<file path="src/rtl/axi_rd_req_arbiter.sv">
// Two-port arbiter sharing one AXI read master: port 0 has fixed priority,
// port 1 is guaranteed a grant after MAX_CONSEC contested port-0 grants.
module axi_rd_req_arbiter #(
    parameter int unsigned MAX_CONSEC = 4,
    parameter int unsigned CNT_W      = 32
) (
    input  logic             clk,
    input  logic             rst,
    input  logic             r0_kick,
    input  logic [31:0]      r0_addr,
    input  logic [31:0]      r0_num,
    output logic             r0_busy,
    input  logic             r1_kick,
    input  logic [31:0]      r1_addr,
    input  logic [31:0]      r1_num,
    output logic             r1_busy,
    output logic             m_kick,
    output logic [31:0]      m_addr,
    output logic [31:0]      m_num,
    input  logic             m_busy,
    output logic             grant_id,
    output logic [CNT_W-1:0] grant_cnt0,
    output logic [CNT_W-1:0] grant_cnt1
);

    localparam int unsigned CONSEC_W = 4;
    localparam int unsigned ADDR_W   = 32;

    typedef enum logic [1:0] {
        S_IDLE  = 2'd0,
        S_ISSUE = 2'd1,
        S_BUSY  = 2'd2
    } state_t;

    state_t              r_state;
    logic [CONSEC_W-1:0] r_consec;
    logic                r_grant_id;
    logic [ADDR_W-1:0]   r_addr;
    logic [ADDR_W-1:0]   r_num;
    logic [CNT_W-1:0]    r_grant_cnt0;
    logic [CNT_W-1:0]    r_grant_cnt1;

    logic w_any_kick;
    logic w_pick1;
    logic w_active;

    assign w_any_kick = r0_kick | r1_kick;
    // Port 1 wins when alone, or when port 0 has used up its consecutive budget.
    assign w_pick1    = r1_kick & (~r0_kick | (r_consec == CONSEC_W'(MAX_CONSEC)));
    assign w_active   = (r_state != S_IDLE);

    always_ff @(posedge clk or posedge rst) begin
        if (rst) begin
            r_state      <= S_IDLE;
            r_consec     <= '0;
            r_grant_id   <= 1'b0;
            r_addr       <= '0;
            r_num        <= '0;
            r_grant_cnt0 <= '0;
            r_grant_cnt1 <= '0;
        end else begin
            case (r_state)
                S_IDLE: begin
                    if (!m_busy && w_any_kick) begin
                        r_state    <= S_ISSUE;
                        r_grant_id <= w_pick1;
                        if (w_pick1) begin
                            r_addr       <= r1_addr;
                            r_num        <= r1_num;
                            r_grant_cnt1 <= r_grant_cnt1 + CNT_W'(1);
                            r_consec     <= '0;
                        end else begin
                            r_addr       <= r0_addr;
                            r_num        <= r0_num;
                            r_grant_cnt0 <= r_grant_cnt0 + CNT_W'(1);
                            if (!r1_kick) begin
                                r_consec <= '0;
                            end else if (r_consec < CONSEC_W'(MAX_CONSEC)) begin
                                r_consec <= r_consec + CONSEC_W'(1);
                            end
                        end
                    end
                end
                S_ISSUE: begin
                    if (m_busy) begin
                        r_state <= S_BUSY;
                    end
                end
                S_BUSY: begin
                    if (!m_busy) begin
                        r_state <= S_IDLE;
                    end
                end
                default: begin
                    r_state <= S_IDLE;
                end
            endcase
        end
    end

    // Only the port that owns the master sees its busy; the loser is never falsely acked.
    assign r0_busy    = w_active & ~r_grant_id & m_busy;
    assign r1_busy    = w_active &  r_grant_id & m_busy;
    assign m_kick     = (r_state == S_ISSUE);
    assign m_addr     = r_addr;
    assign m_num      = r_num;
    assign grant_id   = r_grant_id;
    assign grant_cnt0 = r_grant_cnt0;
    assign grant_cnt1 = r_grant_cnt1;

endmodule

</file>
<file path="config.mk">
export PLATFORM = sky130hd
export DESIGN_NAME = axi_rd_req_arbiter
export DESIGN_NICKNAME = d
export VERILOG_FILES = /design/src/rtl/axi_rd_req_arbiter.sv
export SDC_FILE = /design/constraint.sdc
export NUM_CORES = 1
export LEC_CHECK = 0
export CORE_UTILIZATION = 42
export DETAILED_ROUTE_END_ITERATION = 16
export PLACE_DENSITY = 0.81
export SYNTH_ARGS = -nofsm -noshare
export SYNTH_HDL_FRONTEND = slang
export SYNTH_SLANG_ARGS = --single-unit
</file>
<file path="constraint.sdc">
create_clock -name clk -period 6.33 [get_ports clk]
set_input_delay 1.899 -clock clk [delete_from_list [all_inputs] [get_ports clk]]
set_output_delay 1.899 -clock clk [all_outputs]
set_load 0.02 [all_outputs]
</file>
## Word level (Yosys, flattened, before mapping)

Cells that the tools add are included.

| word-level totals | value |
|---|---|
| register bits after elaboration | 135 |
| latch bits | 0 |
| bits in writable memories | 0 |
| memory bits (read-only) | 0 |
| input port bits | 133 |
| output and inout port bits | 132 |
| word-level logic and storage cells | 46 |
| memories | 0 |

| operators by class | value |
|---|---|
| $add $sub $neg | 3 |
| $mul | 0 |
| div/mod/pow operators | 0 |
| $lt $le $gt $ge | 1 |
| eq/ne operators | 7 |
| shifts and indexed selects | 0 |
| multiplexer cells | 9 |
| bitwise operators | 10 |
| reductions and logical operators | 9 |

Operators by type and width:

| kind | number |
|---|---|
| $add 32x1->32 const B | 2 |
| $mux 32 | 2 |
| $mux 4 | 3 |
| $reduce_and 3->1 | 4 |
| $mux 2 | 3 |
| $pmux 2 s3 | 1 |
| $and 1x1->1 | 5 |
| $add 4x1->4 const B | 1 |
| $eq 4x3->1 const B | 1 |
| $lt 4x3->1 const B | 1 |
| $ne 2x2->1 const B | 2 |
| $ne 3x1->1 const B | 1 |
| $not 1->1 | 3 |
| $eq 2x1->1 const B | 1 |
| $eq 2x2->1 const B | 1 |
| $logic_not 2->1 | 1 |
| $ne 2x1->1 const B | 1 |
| $or 1x1->1 | 2 |
| $reduce_and 2->1 | 1 |
| $reduce_bool 2->1 | 1 |
| $logic_and 1x1->1 | 1 |
| $logic_not 1->1 | 1 |

## Logic depth before layout (Yosys ltp)

Gate-level depths: netlist (run 1).

| logic depth | value |
|---|---|
| depth after elaboration | 5 |
| mapped depth | 8 |
| mapped depth without buffers | 7 |

## Least setup slack after synthesis (run 1)

Ideal clock, no wire load.

| timing path | value |
|---|---|
| kind | in2out |
| from | in m_busy |
| to | out r0_busy |
| data arrival time | 2.279 ns |
| required time | 4.431 ns |
| path slack | 2.152 ns |
| stages | 2 |
| path buffers | 0 |
| cell sequence | o21ai_0 nor2_1 |

| between the ends | value |
|---|---|
| cells in the longest elaborated chain, start to end | 1 |

Ends and longest elaborated chain:

| element | RTL line | source |
|---|---|---|
| from (decl) | 20 | `input logic m_busy,` |
| $and 1x1->1 | 102 | `assign r0_busy = w_active & ~r_grant_id & m_busy;` |
| to (decl) | 12 | `output logic r0_busy,` |

No other way between the ends.

## Worst setup path after layout (run 1)

| timing path | value |
|---|---|
| from | in m_busy |
| to | out r1_busy |

| between the ends | value |
|---|---|
| cells in the longest elaborated chain, start to end | 1 |

Ends and longest elaborated chain:

| element | RTL line | source |
|---|---|---|
| $and 1x1->1 | 103 | `assign r1_busy = w_active & r_grant_id & m_busy;` |
| to (decl) | 16 | `output logic r1_busy,` |

No other way between the ends.

==> flow_metrics.tcl, run 1 <==
set metrics [dict create \
    status "finished clean" \
    worst_path_dominant_cell_family "buffers and inverters" \
    routed_wl_um 17300 \
    syn_nets 636 \
    clkSlewWorstSetupHoldPaths_ns 0.06 \
    drv_slew 0 \
    cts_setup_buffers 0 \
    synth_area_leader_cell "dfrtp_1" \
    ys_seq_elements 135 \
    cp.depth 4 \
    die_x_um 120 \
    grt_pass1_wl_um 28100 \
    fin_skew_ns 0.00655 \
    io-pin-count 265 \
    yosysWarnings 0 \
    drt-pass1-iter-count 7 \
    synth_common_cells "135 x dfrtp_1, 72 x inv_1, 64 x a222oi_1" \
    postCtsHoldBufs 0 \
    relSlewSlack_pct 20.4 \
    numPortBuffers 264 \
    hold_viol 0 \
    ant_nets 0 \
    cpMaxStageDelayCell "clkdlybuf4s50_1" \
    met1_usage_pct 29.7 \
    yosysMostFrequentCell "dfrtp_1" \
    dpl.hpwl_um 12500 \
    cp-end-kind "output pin" \
    clk_latency_ns 0.41 \
    utilization_pct 69.4 \
    area_delta_synth_final_pct 59.0 \
    synth.avg_cell_area_um2 11.7 \
    path_max_fanout 5 \
    ys_top_cells_by_area "dfrtp_1 58%, a222oi_1 11%, xnor2_1 8.1%" \
    cap_violations 0 \
    synth_xor_area_share_pct 9.28 \
    overflow 0 \
    arrival_ns 3.52 \
    yosysSeqAreaShare_pct 57.7 \
    post-route-period-util_pct 85.6 \
    synth_compound_gate_area_share_pct 12.7 \
    synthFlopType "dfrtp_1" \
    postSynthCellCount 499 \
    hp-class "reg -> reg" \
    critPathBufInv 2 \
    grt_pass1_vias 5525 \
    diodes 0 \
    slowest_delay_ns 0.62 \
    htree_levels 4 \
    synth_top_family_by_area "simple AND/OR/NAND/NOR gates" \
    yosys.area_share.simple_pct 13.0 \
    p_per_area_nw_per_um2 381 \
    die-area_um2 14400 \
    power_leakage_nw 4.16 \
    ctsResizeCount 0 \
    vias_per_cell 5.44 \
    wl_per_cell_um 18.2 \
    post-route-drc-count 0 \
    final_nets 901 \
    antenna_found_initial 0 \
    startpoint_type "primary input" \
    grt_start_max_net_pins 103 \
    drive_gt1_share_pct 6.31 \
    clkSinkCount 135 \
    initialDrtViolationCount 460 \
    grtUsageTotal_pct 25.2 \
    core-area_um2 13400 \
    fin_tns_setup_ns 0 \
    num_vias 5183 \
    synth_cell_types 35 \
    setup_viol 0 \
    use_met3_pct 8.98 \
    r2r_cells 6 \
    synthMuxAreaShare_pct 0.192 \
    fin_crit_ns 5.42 \
    fillers 963 \
    use_met2_pct 41.9 \
    max_freq_mhz 185 \
    start_util_pct 43.7 \
    rsz0062_at_grt "no" \
    synth_edf_count 0 \
    numCtsBuffers 17 \
    rows 42 \
    synth_fa_ha_area_share_pct 0.855 \
    synthArstFlopShare_pct 100 \
    cts_tree "built" \
    die_h_um 120 \
    post-place-cells 921 \
    cts-root-buf "clkbuf_16" \
    path_class "in -> out" \
    instances_no_fill 953 \
    crit_chain "clkdlybuf4s50_1 -> o21ai_0 -> nor2_1 -> clkdlybuf4s50_1" \
    busiest_layer "met2" \
    synth_top_cell_area_share_pct 57.7 \
    worstMarginPinSlew_ns 1.19 \
    critPathRequiredTime_ns 4.43 \
    gp_congestion 0.841 \
    syn_area_um2 5850 \
    ir_drop_v 0.000276 \
    min_path_cells 1 \
    clk_path_buf_depth 2 \
    cpMostUsedCell "clkdlybuf4s50_1" \
]
metal layers:
layer,up-vias,wire length [um]
met4,0,354
met1,2590,6800
met2,220,8770
met5,-,0
met3,26,1420
li1,2347,-
logic make-up after synthesis:
| family | count (synthesis) |
|---|---|
| AO/OA/AOI/OAI | 79 |
| XOR/XNOR | 62 |
| adder cells (fa/ha/maj) | 4 |
| buffers and inverters | 94 |
| flip-flops | 135 |
| multiplexers | 1 |
| AND/OR/NAND/NOR | 124 |
stage by stage:
| step | worst slack (ns) | hold WS (ns) | instance area [um^2] | power, W |
|---|---|---|---|---|
| 2_1_floorplan | 0.820 | 0.474 | 5850 | 0.00186 |
| 3_3_place_gp | 0.903 | 0.459 | 8680 | 0.00249 |
| 3_5_place_dp | 0.877 | 0.474 | 8680 | 0.00253 |
| 4_1_cts | 0.870 | 0.482 | 9300 | 0.00358 |
| 5_1_grt | 0.819 | 0.500 | 9300 | 0.00372 |
| 6_report | 0.911 | 0.474 | 9300 | 0.00355 |
path summary, 6_finish.rpt:
kind,end,slack [ns],from
setup / recovery,r1_busy,0.91,m_busy
hold / removal,grant_cnt0[31],0.47,grant_cnt0[31]
setup reg to reg,grant_cnt1[2],3.88,r_state[0]
hold reg to reg,grant_cnt0[31],0.47,grant_cnt0[31]
max in group asynchronous,m_num[19],3.22,rst
min in group asynchronous,m_addr[25],2.07,rst
where the power goes:
part | total (W) | leakage, nW | switching, W | internal [W]
Combinational | 0.00127 | 2.09 | 0.000626 | 0.000640
Sequential | 0.00125 | 1.77 | 0.000160 | 0.00109
Clock | 0.00103 | 0.301 | 0.000372 | 0.000661
Total | 0.00355 | 4.16 | 0.00116 | 0.00239
layout by cell type (no fill, tap or decap), drive strengths merged, types with 2 or more instances in the layout:
master         netlist  layout
bufinv               0       3
dfrtp              135     135
nand2b               2       2
buf                 12       4
a21oi                3       3
o21ai                7       7
nor3                 4       4
a222oi              64      64
and4                11      11
ha                   4       4
and2                 5       5
clkinv               0       4
nor2                 8       8
and3                 9       9
nand2               31      31
nor4                 6       6
xor2                 8       8
clkbuf              10      21
nand3               29      29
inv                 72      73
xnor2               54      54
clkdlybuf4s50        0     264
nand4               14      14
clkinvlp             0       3
state kept, by name, summed over array words and instances, names as in the netlist:
| name | flops |
|---|---|
| r_state | 2 |
| m_num | 32 |
| grant_cnt0 | 32 |
| r_consec | 4 |
| grant_cnt1 | 32 |
| grant_id | 1 |
| m_addr | 32 |
worst reg2reg max path, delay by kind of cell (launching register included):
kind,cells,cell delay [ns]
XOR/XNOR,1,0.15
flip-flops,1,0.44
AND/OR/NAND/NOR,3,0.69
buffers and inverters,1,0.59
AO/OA/AOI/OAI,1,0.46
area by class of cell:
class	count	area [um^2]	share of cell area, %
sequential	135	3380	36.3
timing repair buffer	268	2670	28.7
clock inverter	11	145	1.56
clock buffer	21	480	5.16
multi-input combinational	270	2130	22.9
tap	176	220	2.37
inverter	72	275	2.96
Note: power is estimated with default switching activity, not from simulation.
==> run 2, diff against run 1 <==
--- a/config.mk
+++ b/config.mk
@@ -5,6 +5,7 @@
 export SDC_FILE = /design/constraint.sdc
 export NUM_CORES = 1
 export LEC_CHECK = 0
+export CORE_ASPECT_RATIO = 2
 export CORE_UTILIZATION = 42
 export DETAILED_ROUTE_END_ITERATION = 16
 export PLACE_DENSITY = 0.81
==> run 2 against run 1 <==
Register-to-register slack lost 0.12 ns. Die area grew 0.20%. Critical path type unchanged. Hold slack lost 0.0032 ns. Highest routed layer unchanged. Core utilization shrank 0.68 points.
==> flow_metrics.tcl, run 2 (synthesized netlist as in run 1, its figures left out) <==
set metrics [dict create \
    status "finished clean" \
    fillers 976 \
    cp-end-kind "output pin" \
    clk_latency_ns 0.41 \
    io-pin-count 265 \
    numPortBuffers 264 \
    grtUsageTotal_pct 24.5 \
    area_delta_synth_final_pct 58.8 \
    grt_pass1_wl_um 27400 \
    cts_tree "built" \
    seqPwrFrac_pct 35.1 \
    layout_common_cells "264 x clkdlybuf4s50_1, 135 x dfrtp_1, 71 x inv_1" \
    clk_path_buf_depth 2 \
    startpoint_type "primary input" \
    rsz0062_at_grt "no" \
    die_h_um 169 \
    rows 60 \
    use_met3_pct 5.51 \
    p_sw_w 0.00119 \
    ant_nets 0 \
    ctsResizeCount 0 \
    crit_chain "clkdlybuf4s50_1 -> o21ai_0 -> nor2_1 -> clkdlybuf4s50_1" \
    post-route-drc-count 0 \
    worstMarginPinSlew_ns 0.877 \
    relSlewSlack_pct 41.4 \
    grt_start_max_net_pins 98 \
    ir_drop_v 0.000281 \
    htree_levels 4 \
    drive_gt1_share_pct 6.18 \
    wl_per_cell_um 18.6 \
    overflow 0 \
    hp-class "reg -> reg" \
    dpl.hpwl_um 12400 \
    p_per_area_nw_per_um2 386 \
    slowest_delay_ns 0.60 \
    core-area_um2 13500 \
    critPathRequiredTime_ns 4.43 \
    die-area_um2 14400 \
    fin_crit_ns 5.27 \
    fin_skew_ns 0.0113 \
    critPathBufInv 2 \
    die_x_um 85.5 \
    cts-root-buf "clkbuf_16" \
    antenna_found_initial 1 \
    worst_path_dominant_cell_family "buffers and inverters" \
    clkSlewWorstSetupHoldPaths_ns 0.06 \
    numCtsBuffers 17 \
    busiest_layer "met2" \
    grt_pass1_vias 5473 \
    cap_violations 0 \
    final_common_cell "clkdlybuf4s50_1" \
    holdWs_ns 0.471 \
    post-route-period-util_pct 83.2 \
    max_freq_mhz 190 \
    vias_per_cell 5.60 \
    p_comb_share_pct 35.2 \
    setup_viol 0 \
    drv_slew 0 \
    utilization_pct 68.8 \
    place_area_um2 8650 \
    num_vias 5222 \
    fin_tns_setup_ns 0 \
    use_met2_pct 43.8 \
    path_class "in -> out" \
    switching_share_pct 33.0 \
    arrival_ns 3.37 \
    clkSinkCount 135 \
    cts_setup_buffers 0 \
    gp_congestion 0.852 \
    p_int_w 0.00240 \
    final_nets 901 \
    drt-pass1-iter-count 8 \
    met1_usage_pct 25.8 \
    path_max_fanout 5 \
    power_leakage_nw 4.16 \
    cpMostUsedCell "clkdlybuf4s50_1" \
    cpMaxStageDelayCell "clkdlybuf4s50_1" \
    hold_viol 0 \
    start_util_pct 43.3 \
    post-route-cell-area_um2 9290 \
    routed_wl_um 17400 \
    postCtsHoldBufs 0 \
    initialDrtViolationCount 395 \
    clkPwrFrac_pct 29.7 \
]
[run 2: cell types whose count changed in the layout (fill, tap and decap cells not counted), sizes merged]
cell / change
clkinvlp: -1
inv: +3
clkinv: -1
clkbuf: -2
bufinv: +1
diode: +1
[run 2: path summary, 6_finish.rpt]
kind                                   to  cells after the start            from  slack [ns]
max                               r1_busy                      4          m_busy        1.06
min                        grant_cnt0[31]                      1  grant_cnt0[31]        0.47
max reg2reg                    m_addr[18]                      6      r_state[0]        3.76
min reg2reg                grant_cnt0[31]                      1  grant_cnt0[31]        0.47
max in group asynchronous   grant_cnt0[3]                      3             rst        3.22
min in group asynchronous      m_addr[19]                      2             rst        2.05
[run 2: cell type report]
| type | instances | area (um^2) | area share [%] |
|---|---|---|---|
| flip-flops and latches | 135 | 3380 | 36.4 |
| repair buffers | 268 | 2670 | 28.8 |
| clock buffers | 19 | 443 | 4.77 |
| inverters | 72 | 275 | 2.96 |
| multi-input cells | 270 | 2130 | 22.9 |
| diodes | 1 | 2.50 | 0.0269 |
| clock inverters | 13 | 193 | 2.07 |
| well taps | 155 | 194 | 2.09 |
[run 2: metal layers]
layer  share of wire, %  vias to the layer above  routed length (um)
met2                 55                      244                9560
li1                   -                     2354                   -
met4                4.5                        0                 782
met3                5.7                       46                 983
met5                  0                        -                   0
met1                 35                     2578                6060
[run 2: power groups by stage]
| stage | registers [W] | clock network [W] | logic, W |
|---|---|---|---|
| 6_report | 0.00126 | 0.00106 | 0.00127 |
| 5_1_grt | 0.00128 | 0.00112 | 0.00134 |
| 4_1_cts | 0.00126 | 0.00108 | 0.00127 |
| 3_5_place_dp | 0.00126 | 0 | 0.00127 |
| 3_3_place_gp | 0.00126 | 0 | 0.00123 |
| 2_1_floorplan | 0.00151 | 0 | 0.000355 |
[run 2: metrics by stage]
| step | setup slack, ns | power, W | std cells |
|---|---|---|---|
| floorplan | 0.820 | 0.00186 | 499 |
| global placement | 1.07 | 0.00249 | 900 |
| detailed placement | 1.06 | 0.00253 | 900 |
| CTS | 1.06 | 0.00361 | 932 |
| global route | 0.964 | 0.00375 | 933 |
| finish | 1.06 | 0.00359 | 933 |
==> run 3, diff against run 2 <==
--- a/config.mk
+++ b/config.mk
@@ -6,9 +6,9 @@
 export NUM_CORES = 1
 export LEC_CHECK = 0
 export CORE_ASPECT_RATIO = 2
-export CORE_UTILIZATION = 42
+export CORE_UTILIZATION = 38
 export DETAILED_ROUTE_END_ITERATION = 16
-export PLACE_DENSITY = 0.81
+export PLACE_DENSITY = 0.77
 export SYNTH_ARGS = -nofsm -noshare
 export SYNTH_HDL_FRONTEND = slang
 export SYNTH_SLANG_ARGS = --single-unit
==> constraint.sdc (replaced) <==
create_clock -name clk -period 4.6 [get_ports clk]
set_input_delay 1.38 -clock clk [delete_from_list [all_inputs] [get_ports clk]]
set_output_delay 1.38 -clock clk [all_outputs]
set_load 0.02 [all_outputs]
==> run 3 against run 2 <==
Global-route usage decreased by 3.4 points. Sequential power increased by 37%. Wire length decreased by 3.6%. Critical path depth unchanged. Register-to-register slack got worse by 1.4 ns. Die area increased by 10%. Non-clock buffer count increased by 2. Power increased by 34%.
==> flow_metrics.tcl, run 3 (synthesized netlist as in run 1, its figures left out) <==
set metrics [dict create \
    status "finished clean" \
    die_h_um 177 \
    reg2reg_from "r_state[0]" \
    postCtsHoldBufs 0 \
    numCtsBuffers 17 \
    core-area_um2 14900 \
    grt_start_max_net_pins 65 \
    relSlewSlack_pct 39.9 \
    final_nets 903 \
    grt_pass1_wl_um 26600 \
    clk_latency_ns 0.41 \
    critPathBufInv 2 \
    utilization_pct 62.5 \
    grt_pass1_vias 5433 \
    post-route-drc-count 0 \
    num_vias 5179 \
    hp-class "reg -> reg" \
    power_leakage_nw 4.14 \
    dpl.hpwl_um 12300 \
    cts_tree "built" \
    start_util_pct 39.3 \
    cap_violations 0 \
    routed_wl_um 16800 \
    rsz0062_at_grt "no" \
    grtUsageTotal_pct 21.1 \
    fillers 1146 \
    initialDrtViolationCount 369 \
    crit_chain "clkdlybuf4s50_1 -> o21ai_0 -> nor2_1 -> clkdlybuf4s50_1" \
    hold_end "grant_cnt1[31]" \
    drv_slew 0 \
    clk_path_buf_depth 2 \
    numPortBuffers 264 \
    startpoint_type "primary input" \
    ant_nets 0 \
    multi_input_area_um2 2130 \
    path_class "in -> out" \
    slowest_delay_ns 0.60 \
    hold_viol 0 \
    max_freq_mhz 235 \
    cpMostUsedCell "clkdlybuf4s50_1" \
    rows 63 \
    p_per_area_nw_per_um2 515 \
    setup_viol 0 \
    cp-end-kind "output pin" \
    cts_setup_buffers 0 \
    hp-start "grant_cnt1[31]" \
    worst_path_dominant_cell_family "buffers and inverters" \
    worstMarginPinSlew_ns 0.900 \
    die_x_um 89.7 \
    r2r_cells 6 \
    io-pin-count 265 \
    post-place-cells 942 \
    ir_drop_v 0.000302 \
    r2r-end "m_addr[30]" \
    overflow 0 \
    setup_slack_ns 0.340 \
    place_area_um2 8730 \
    wl_per_cell_um 17.2 \
    critPathRequiredTime_ns 3.22 \
    pre_cts_ws_ns 0.331 \
    cts-root-buf "clkbuf_16" \
    post-route-period-util_pct 92.6 \
    vias_per_cell 5.31 \
    cpMaxStageDelayCell "clkdlybuf4s50_1" \
    drive_gt1_share_pct 6.29 \
    area_delta_synth_final_pct 59.2 \
    instances_no_fill 975 \
    ctsResizeCount 0 \
    min_path_cells 1 \
    path_max_fanout 5 \
    r2r_slack_ns 2.36 \
    htree_levels 4 \
    fin_skew_ns 0.0106 \
    arrival_ns 2.88 \
    register_area_um2 3380 \
    final_common_cell "clkdlybuf4s50_1" \
    fin_tns_setup_ns 0 \
    gp_congestion 0.830 \
    die-area_um2 15900 \
    drt-pass1-iter-count 9 \
    clkSinkCount 135 \
    fin_crit_ns 4.26 \
    post-route-cell-area_um2 9310 \
    clkSlewWorstSetupHoldPaths_ns 0.05 \
    antenna_found_initial 1 \
    layout_common_cells "264 x clkdlybuf4s50_1, 135 x dfrtp_1, 71 x inv_1" \
]
-- run 3: worst max path at each step --
stage,start,end,slack (ns),cells past startpoint
after detailed placement,m_busy,r1_busy,0.33,4
after CTS,m_busy,r1_busy,0.33,4
after global routing,m_busy,r0_busy,0.24,4
after global placement,m_busy,r1_busy,0.32,4
after floorplan,m_busy,r0_busy,1.46,2
final,m_busy,r1_busy,0.34,4
-- run 3: cell type report --
class	instances	area share [%]
multi-input combinational	270	22.9
tap	195	2.62
antenna	1	0.0269
inverter	72	2.94
clock buffer	19	4.65
timing repair buffer	270	29.0
sequential	135	36.3
clock inverter	13	1.59
-- run 3: worst register-to-register path, stage by stage (launching register included) --
cell	delay, ns
dfrtp_1	0.44
nor3_4	0.40
nand2_1	0.16
a21oi_4	0.23
buf_4	0.58
a222oi_1	0.26
inv_1	0.11
-- run 3: where the power goes --
| group | leakage (nW) | internal (W) | switching [W] |
|---|---|---|---|
| Clock | 0.271 | 0.000805 | 0.000524 |
| Combinational | 2.10 | 0.000883 | 0.000852 |
| Sequential | 1.77 | 0.00150 | 0.000230 |
| Total | 4.14 | 0.00319 | 0.00161 |
-- run 3: per-layer routing --
layer / track usage, % / routed length (um) / vias to the layer above
met5: 0 / 0 / -
met4: 12.4 / 663 / 0
met3: 4.20 / 856 / 45
met2: 39.2 / 9360 / 251
met1: 21.8 / 5870 / 2524
li1: - / - / 2359
-- run 3: through the flow --
stage / hold WS, ns / power [W]
after floorplan: 0.474 / 0.00256
after global placement: 0.465 / 0.00343
after detailed placement: 0.470 / 0.00348
after CTS: 0.482 / 0.00483
after global routing: 0.512 / 0.00501
final: 0.479 / 0.00479
